==> src/rtl/vga_scanout.sv <==
// vga_scanout: 640x480@60 VGA timing from a 50 MHz clock with a 25 MHz pixel tick,
// scanning a 320x240 8-bit grayscale frame buffer with 2x2 pixel doubling.
module vga_scanout #(
   parameter int         H_ACTIVE = 640,
   parameter int         H_FP     = 16,
   parameter int         H_SYNC   = 96,
   parameter int         H_BP     = 48,
   parameter int         V_ACTIVE = 480,
   parameter int         V_FP     = 10,
   parameter int         V_SYNC   = 2,
   parameter int         V_BP     = 33,
   parameter int         FB_WIDTH = 320,
   parameter logic [7:0] BORDER   = 8'h00
) (
   input  logic        clk,
   input  logic        reset,
   input  logic        enable,
   input  logic [7:0]  rd_data,
   output logic [16:0] rd_addr,
   output logic        h_sync,
   output logic        v_sync,
   output logic        video_on,
   output logic [7:0]  pixel_out,
   output logic        frame_start,
   output logic        vblank
);

   localparam int H_TOTAL = H_ACTIVE + H_FP + H_SYNC + H_BP;
   localparam int V_TOTAL = V_ACTIVE + V_FP + V_SYNC + V_BP;

   localparam logic [9:0]  H_ACT_C  = 10'(H_ACTIVE);
   localparam logic [9:0]  H_LAST_C = 10'(H_TOTAL - 1);
   localparam logic [9:0]  HS_BEG_C = 10'(H_ACTIVE + H_FP);
   localparam logic [9:0]  HS_END_C = 10'(H_ACTIVE + H_FP + H_SYNC);
   localparam logic [9:0]  V_ACT_C  = 10'(V_ACTIVE);
   localparam logic [9:0]  V_LAST_C = 10'(V_TOTAL - 1);
   localparam logic [9:0]  VS_BEG_C = 10'(V_ACTIVE + V_FP);
   localparam logic [9:0]  VS_END_C = 10'(V_ACTIVE + V_FP + V_SYNC);
   localparam logic [16:0] FB_STEP_C = 17'(FB_WIDTH);

   logic        tick_r;
   logic [9:0]  h_cnt_r;
   logic [9:0]  v_cnt_r;
   logic [16:0] line_base_r;
   logic        en_latched_r;

   logic        active_s;
   logic        h_sync_s;
   logic        v_sync_s;
   logic        h_wrap_s;
   logic        v_wrap_s;

   // Decode of the current counter position: visibility, sync windows, wraps, fetch address.
   always_comb begin
      active_s = (h_cnt_r < H_ACT_C) && (v_cnt_r < V_ACT_C);
      h_sync_s = !((h_cnt_r >= HS_BEG_C) && (h_cnt_r < HS_END_C));
      v_sync_s = !((v_cnt_r >= VS_BEG_C) && (v_cnt_r < VS_END_C));
      h_wrap_s = (h_cnt_r == H_LAST_C);
      v_wrap_s = (v_cnt_r == V_LAST_C);
      vblank   = (v_cnt_r >= V_ACT_C);
      // Each frame-buffer pixel covers two columns, so the column offset is h_cnt/2.
      if (active_s) begin
         rd_addr = line_base_r + {8'd0, h_cnt_r[9:1]};
      end else begin
         rd_addr = 17'd0;
      end
   end

   // Pixel tick, raster counters, line base, enable latch and the registered video outputs.
   always_ff @(posedge clk) begin
      if (!reset) begin
         tick_r       <= 1'b0;
         h_cnt_r      <= 10'd0;
         v_cnt_r      <= 10'd0;
         line_base_r  <= 17'd0;
         en_latched_r <= 1'b0;
         h_sync       <= 1'b1;
         v_sync       <= 1'b1;
         video_on     <= 1'b0;
         pixel_out    <= 8'h00;
         frame_start  <= 1'b0;
      end else begin
         tick_r      <= ~tick_r;
         frame_start <= 1'b0;
         if (tick_r) begin
            // rd_data here is the RAM answer to the address held through this pixel period.
            h_sync   <= h_sync_s;
            v_sync   <= v_sync_s;
            video_on <= active_s;
            if (!active_s) begin
               pixel_out <= 8'h00;
            end else if (en_latched_r) begin
               pixel_out <= rd_data;
            end else begin
               pixel_out <= BORDER;
            end
            if (h_wrap_s) begin
               h_cnt_r <= 10'd0;
               if (v_wrap_s) begin
                  v_cnt_r      <= 10'd0;
                  line_base_r  <= 17'd0;
                  en_latched_r <= enable;
                  frame_start  <= 1'b1;
               end else begin
                  v_cnt_r <= v_cnt_r + 10'd1;
                  // Advance one frame-buffer row after every second visible line.
                  if ((v_cnt_r < V_ACT_C) && v_cnt_r[0]) begin
                     line_base_r <= line_base_r + FB_STEP_C;
                  end else begin
                     line_base_r <= line_base_r;
                  end
               end
            end else begin
               h_cnt_r <= h_cnt_r + 10'd1;
            end
         end
      end
   end

endmodule

==> config.mk <==
export PLATFORM = sky130hd
export DESIGN_NAME = vga_scanout
export DESIGN_NICKNAME = d
export VERILOG_FILES = /design/src/rtl/vga_scanout.sv
export SDC_FILE = /design/constraint.sdc
export NUM_CORES = 1
export LEC_CHECK = 0
export ABC_AREA = 1
export BUFFER_PORTS_ARGS = -buffer_cell sky130_fd_sc_hd__buf_2
export CAP_MARGIN = 30
export CORE_MARGIN = 5
export CORE_UTILIZATION = 25
export DETAILED_ROUTE_END_ITERATION = 8
export HOLD_SLACK_MARGIN = 0.08
export PLACE_DENSITY = 0.46
export SYNTH_ARGS = -nofsm -noshare
export SYNTH_HDL_FRONTEND = slang
export SYNTH_SLANG_ARGS = --single-unit
export TNS_END_PERCENT = 20
==> constraint.sdc <==
create_clock -name clk -period 2.3 [get_ports clk]
set_input_delay 0.46 -clock clk [delete_from_list [all_inputs] [get_ports clk]]
set_output_delay 0.46 -clock clk [all_outputs]
set_load 0.005 [all_outputs]
# == Word-level counts from Yosys, hierarchy flattened ==
# Index checks and enable logic that the tools add are counted.
# totals
reg_bits,51
latchBits,0
mem_bits_rw,0
romBits,0
inputBits,11
output_inout_bits,30
word_cells,43
n_memories,0
# classes
add_sub_neg,4
n_mul,0
div,0
magnitude_cmp,7
eq_ne,2
n_shift,0
mux,8
n_bitwise,1
reduce_logical,11
# op_table
operator,count
$mux W17,3
$add A10 B1 Y10 const B,2
$eq A10 B10 Y1 const B,2
$ge A10 B9 Y1 const B,2
$lt A10 B10 Y1 const B,2
$lt A10 B9 Y1 const B,2
$mux W10,2
$add A17 B9 Y17,1
$add A17 B9 Y17 const B,1
$mux W8,2
$ge A10 B10 Y1 const B,1
$reduce_and A3 Y1,3
$logic_and A1 B1 Y1,4
$logic_not A1 Y1,2
$reduce_and A2 Y1,1
$reduce_bool A2 Y1,1
$mux W1,1
$not A1 Y1,1

# == Longest topological paths before layout ==
# depth
word_depth,4
depth_mapped,11

# == Least setup slack after synthesis ==
# Ideal clock, no wire load.
# synth_path
path_kind,register to output
startpoint,reg h_cnt_r[8]
endpoint,out rd_addr[16]
arrival_ns,1.411
setup_slack_ns,0.429
path_stages_with_launch,11
cell_sequence,dfxtp_1 -> ha_1 -> nand2_1 -> nand2_1 -> nand2_1 -> nand2_1 -> nand2_1 -> nor2_1 -> nand2_1 -> o21ai_0 -> nor2_1
# synth_via
elab_chain_len,3
word_cells_on_any_way,4
# synth_rtl
element,line_no,source
start: declaration,42,logic [9:0] h_cnt_r;
start signal: assignment,114,h_cnt_r <= h_cnt_r + 10'd1;
"parallel branches: the longest is 2 deep, another holds $add A17 B9 Y17",n/a,
$mux W17 *,62,if (active_s) begin
end: declaration,19,"output logic [16:0] rd_addr,"
# Every way passes the cells marked *.

# == Final worst setup path ==
# layout_path
startpoint,reg line_base_r[7]
endpoint,out rd_addr[16]
# layout_via
elab_chain_len,2
# layout_rtl
element,line_no,source
start: declaration,44,logic [16:0] line_base_r;
start signal: assignment,108,line_base_r <= line_base_r + FB_STEP_C;
start signal: assignment,110,line_base_r <= line_base_r;
$add A17 B9 Y17,63,"rd_addr = line_base_r + {8'd0, h_cnt_r[9:1]};"
$mux W17,62,
# No other way between the ends.

==> results by group <==
Floorplan
  • Die Height: ~110 microns
  • Chip width: 111 microns
  • Core area: 10200 sq um
  • Io pins: 41
  • Initial Utilization: 0.252
  • Die Area: 12400 sq um
  • Row count: 37

Timing
  • Slew Limit Fails: 0
  • Final setup violation count: 0
  • Unrepaired setup endpoints after global routing: true
  • Hold Violations, Final: 0
  • Worst slew pin tran: 0.630 ns
  • FMAX: approximately 450 MHz
  • Skew final: 0.0140 ns
  • Final Cycle Share: 0.975
  • Rel. slew slack: 0.579
  • Final min period: 2.24 ns

Min path
  • Worst hold path type: in2reg
  • Hold_sp: enable

Logic synthesis
  • #FFs+latches synth: 45
  • Synthesized instance count: 389
  • Syn_nets: between 400 and 500
  • Synthesized area per cell: 6.61 sq um
  • Synthesis warning total: 0
  • Synth unique cells: 38
  • Post-synthesis sequential area ratio: 0.350
  • Post-Syn Area: 2570 sq um

Pwr
  • Psw: roughly 0.35 mW
  • Combinational power share: 0.029
  • Maximum VDD drop: 0.245 mV
  • Internal: 1.24 mW
  • Register share of total power: 0.500
  • Power Dens Cells: a little over 500 nW/um^2
  • Static leakage: between 1 and 1.5 nW
  • Sw Ratio: 0.221
  • Clock power share: 0.471

Clocking
  • Clock-pin transition on the worst setup and hold timing paths: 0.10 ns
  • Clock Sinks: 45
  • CTS max path bufs: 2
  • TritonCTS clock tree: yes
  • H-tree Lvls: 2
  • Clock Latency Late Sink: 0.30 ns
  • Clock root cell: clkbuf_8
  • Inserted Clock Buffers: 5

Detailed routing
  • First drt pass iteration count: 4
  • Wire per inst: around 12 microns
  • Drt drc: 0
  • Total number of vias: between 2000 and 3000
  • Final ANT Viol Nets: 0
  • 1st-iter DRT viols: 82
  • Avg Vias per Cell: 4.44
  • Total Routed Length: 6.75 mm

GRT
  • First-pass GRT wire length: 11.4 mm
  • Initial antenna violation count: 0
  • Largest net degree at the start of global routing: 19
  • Total track usage: 0.109
  • Gr ovfl total: 0
  • Vias in the first global route: 2437

Layout
  • Layout cells sized above 1: 0.209
  • Final instance area: 3140 sq um
  • Non-Filler Instances: 571
  • Synth-to-layout area growth: 22.2%
  • Final #Nets: 454
  • Ant. Diodes: 0

Critical path
  • Element type at the critical path start: flip-flop
  • R2r startpoint: v_cnt_r[0]
  • Required @ worst endpoint: roughly 1.8 ns
  • Crit path kind: reg2out
  • Worst setup EP type: primary output
  • CP Data Arrival Time: 1.78 ns
  • CP startpoint: line_base_r[7]
  • Crit path max fanout: 4

Placement
  • Port bufs: 40
  • DP HPWL: approximately 5 mm
  • GPL Wtd Cong: 0.821
  • Cell area after placement: 2930 sq um
  • Placed Instances: 561

Run status
  • Status: complete, no violations

Flow run
  • Max cap viols: 0
[cell families after synthesis]
family | Yosys count | synth area share
buf+inv | 50 | 0.0769
simple gates | 233 | 0.408
flops | 45 | 0.350
compound gates | 44 | 0.0939
xor+xnor | 8 | 0.0273
fa+ha+maj | 9 | 0.0438
[power by group through the flow]
| stage | combinational, mW | clock (mW) | sequential [mW] |
|---|---|---|---|
| final | 0.0459 | 0.748 | 0.793 |
| after global routing | 0.0537 | 0.794 | 0.794 |
| after CTS | 0.0470 | 0.774 | 0.794 |
| after detailed placement | 0.0469 | 0 | 0.812 |
| after global placement | 0.0464 | 0 | 0.812 |
| after floorplan | 0.0279 | 0 | 0.807 |
[Yosys cell counts]
cell,n,share of area
nand2_4,3,0.013
nand3b_1,1,0.0029
nor3_2,1,0.0039
nand4_1,9,0.022
nand2_1,111,0.16
o2111ai_1,1,0.0034
inv_1,38,0.055
clkinv_2,1,0.0019
nand3_1,18,0.035
nor4_1,1,0.0024
nor2_8,1,0.0078
xor2_1,5,0.017
o21ai_2,1,0.0034
nor2_1,64,0.093
a31oi_1,1,0.0024
inv_2,5,0.0073
a211oi_1,1,0.0029
clkbuf_1,2,0.0029
or2_2,1,0.0024
nor2_4,2,0.0088
buf_6,1,0.0044
dfxtp_1,45,0.35
a21oi_2,1,0.0034
nor2_2,4,0.0097
o21ai_1,14,0.027
nand4_4,1,0.0083
nand3_2,1,0.0039
nor3_1,11,0.021
xnor2_1,3,0.010
o21bai_1,1,0.0029
nor3b_1,2,0.0058
o21ai_0,4,0.0078
ha_1,9,0.044
nand2_2,2,0.0049
a21oi_1,19,0.037
a41oi_1,1,0.0034
buf_2,1,0.0019
buf_1,2,0.0029
[worst max-delay path, stage by stage (launching register included)]
cell and delay, ns:
dfxtp_4 0.37, ha_4 0.27, nand2_2 0.04, nand2_2 0.08
nand2_2 0.06, nand2_4 0.09, nand2_4 0.07, nor2_4 0.13
nand2_2 0.06, o21ai_1 0.14, nor2_1 0.06, buf_2 0.12
[cell usage in the layout (no fill, tap or decap), types with 2 or more instances in the layout]
master,count
a21oi_1,19
inv_2,5
buf_4,4
clkbuf_8,5
nor2_2,4
nand2_1,104
nor2_1,62
xnor2_1,3
buf_2,40
bufinv_16,2
nor2_4,4
nand3_1,18
nor3b_1,2
nand2_4,5
inv_1,38
ha_1,8
nand4_1,9
o21ai_0,3
o21ai_1,15
nor3_1,11
xor2_1,5
dfxtp_2,4
dfxtp_1,40
nand2_2,7
[final cells by class]
| type | count | area, sq um |
|---|---|---|
| flip-flops and latches | 45 | 910 |
| fillers | 1173 | 7040 |
| well taps | 136 | 170 |
| clock buffers | 5 | 68.8 |
| inverters | 44 | 166 |
| multi-input cells | 294 | 1530 |
| clock inverters | 3 | 68.8 |
| repair buffers | 44 | 230 |
[what timing repair did]
| action | CTS | global route |
|---|---|---|
| hold endpoints to repair | 0 | 0 |
| resized for setup | 9 | 12 |
| hold buffers | 0 | 0 |
| pin swaps | 1 | 7 |
| gates cloned | 0 | 0 |
| setup endpoints to repair | 5 | 7 |
| setup buffers | 1 | 1 |
[worst paths after layout]
path	endpoint	slack, ns	depth (start not counted)
max	rd_addr[16]	0.06	11
min	en_latched_r	0.35	3
max reg2reg	line_base_r[11]	0.48	9
min reg2reg	video_on	0.46	2
[registers in the layout, summed over array words and instances (netlist names)]
signal / cells
line_base_r: 11
h_cnt_r: 10
v_cnt_r: 10
pixel_out: 8
en_latched_r: 1
frame_start: 1
h_sync: 1
tick_r: 1
v_sync: 1
video_on: 1
[stage by stage]
stage               setup TNS [ns]  hold slack (ns)  total power, mW  setup WS [ns]   util
detailed placement               0            0.442            0.859          0.132  0.287
global route                -0.106            0.374             1.64        -0.0578  0.308
global placement                 0            0.439            0.858          0.152  0.287
floorplan                        0            0.448            0.835          0.429      -
finish                           0            0.351             1.59         0.0582  0.308
CTS                              0            0.348             1.61        0.00692  0.304
[layer usage]
layer / vias to the layer above / global-route usage / wire length, microns
met4: 0 / 0.0219 / 38
met2: 44 / 0.177 / 2980
li1: 1332 / - / -
met3: 4 / 0.0212 / 219
met5: - / 0 / 0
met1: 1153 / 0.151 / 3510
(Power assumes the default switching activity.)
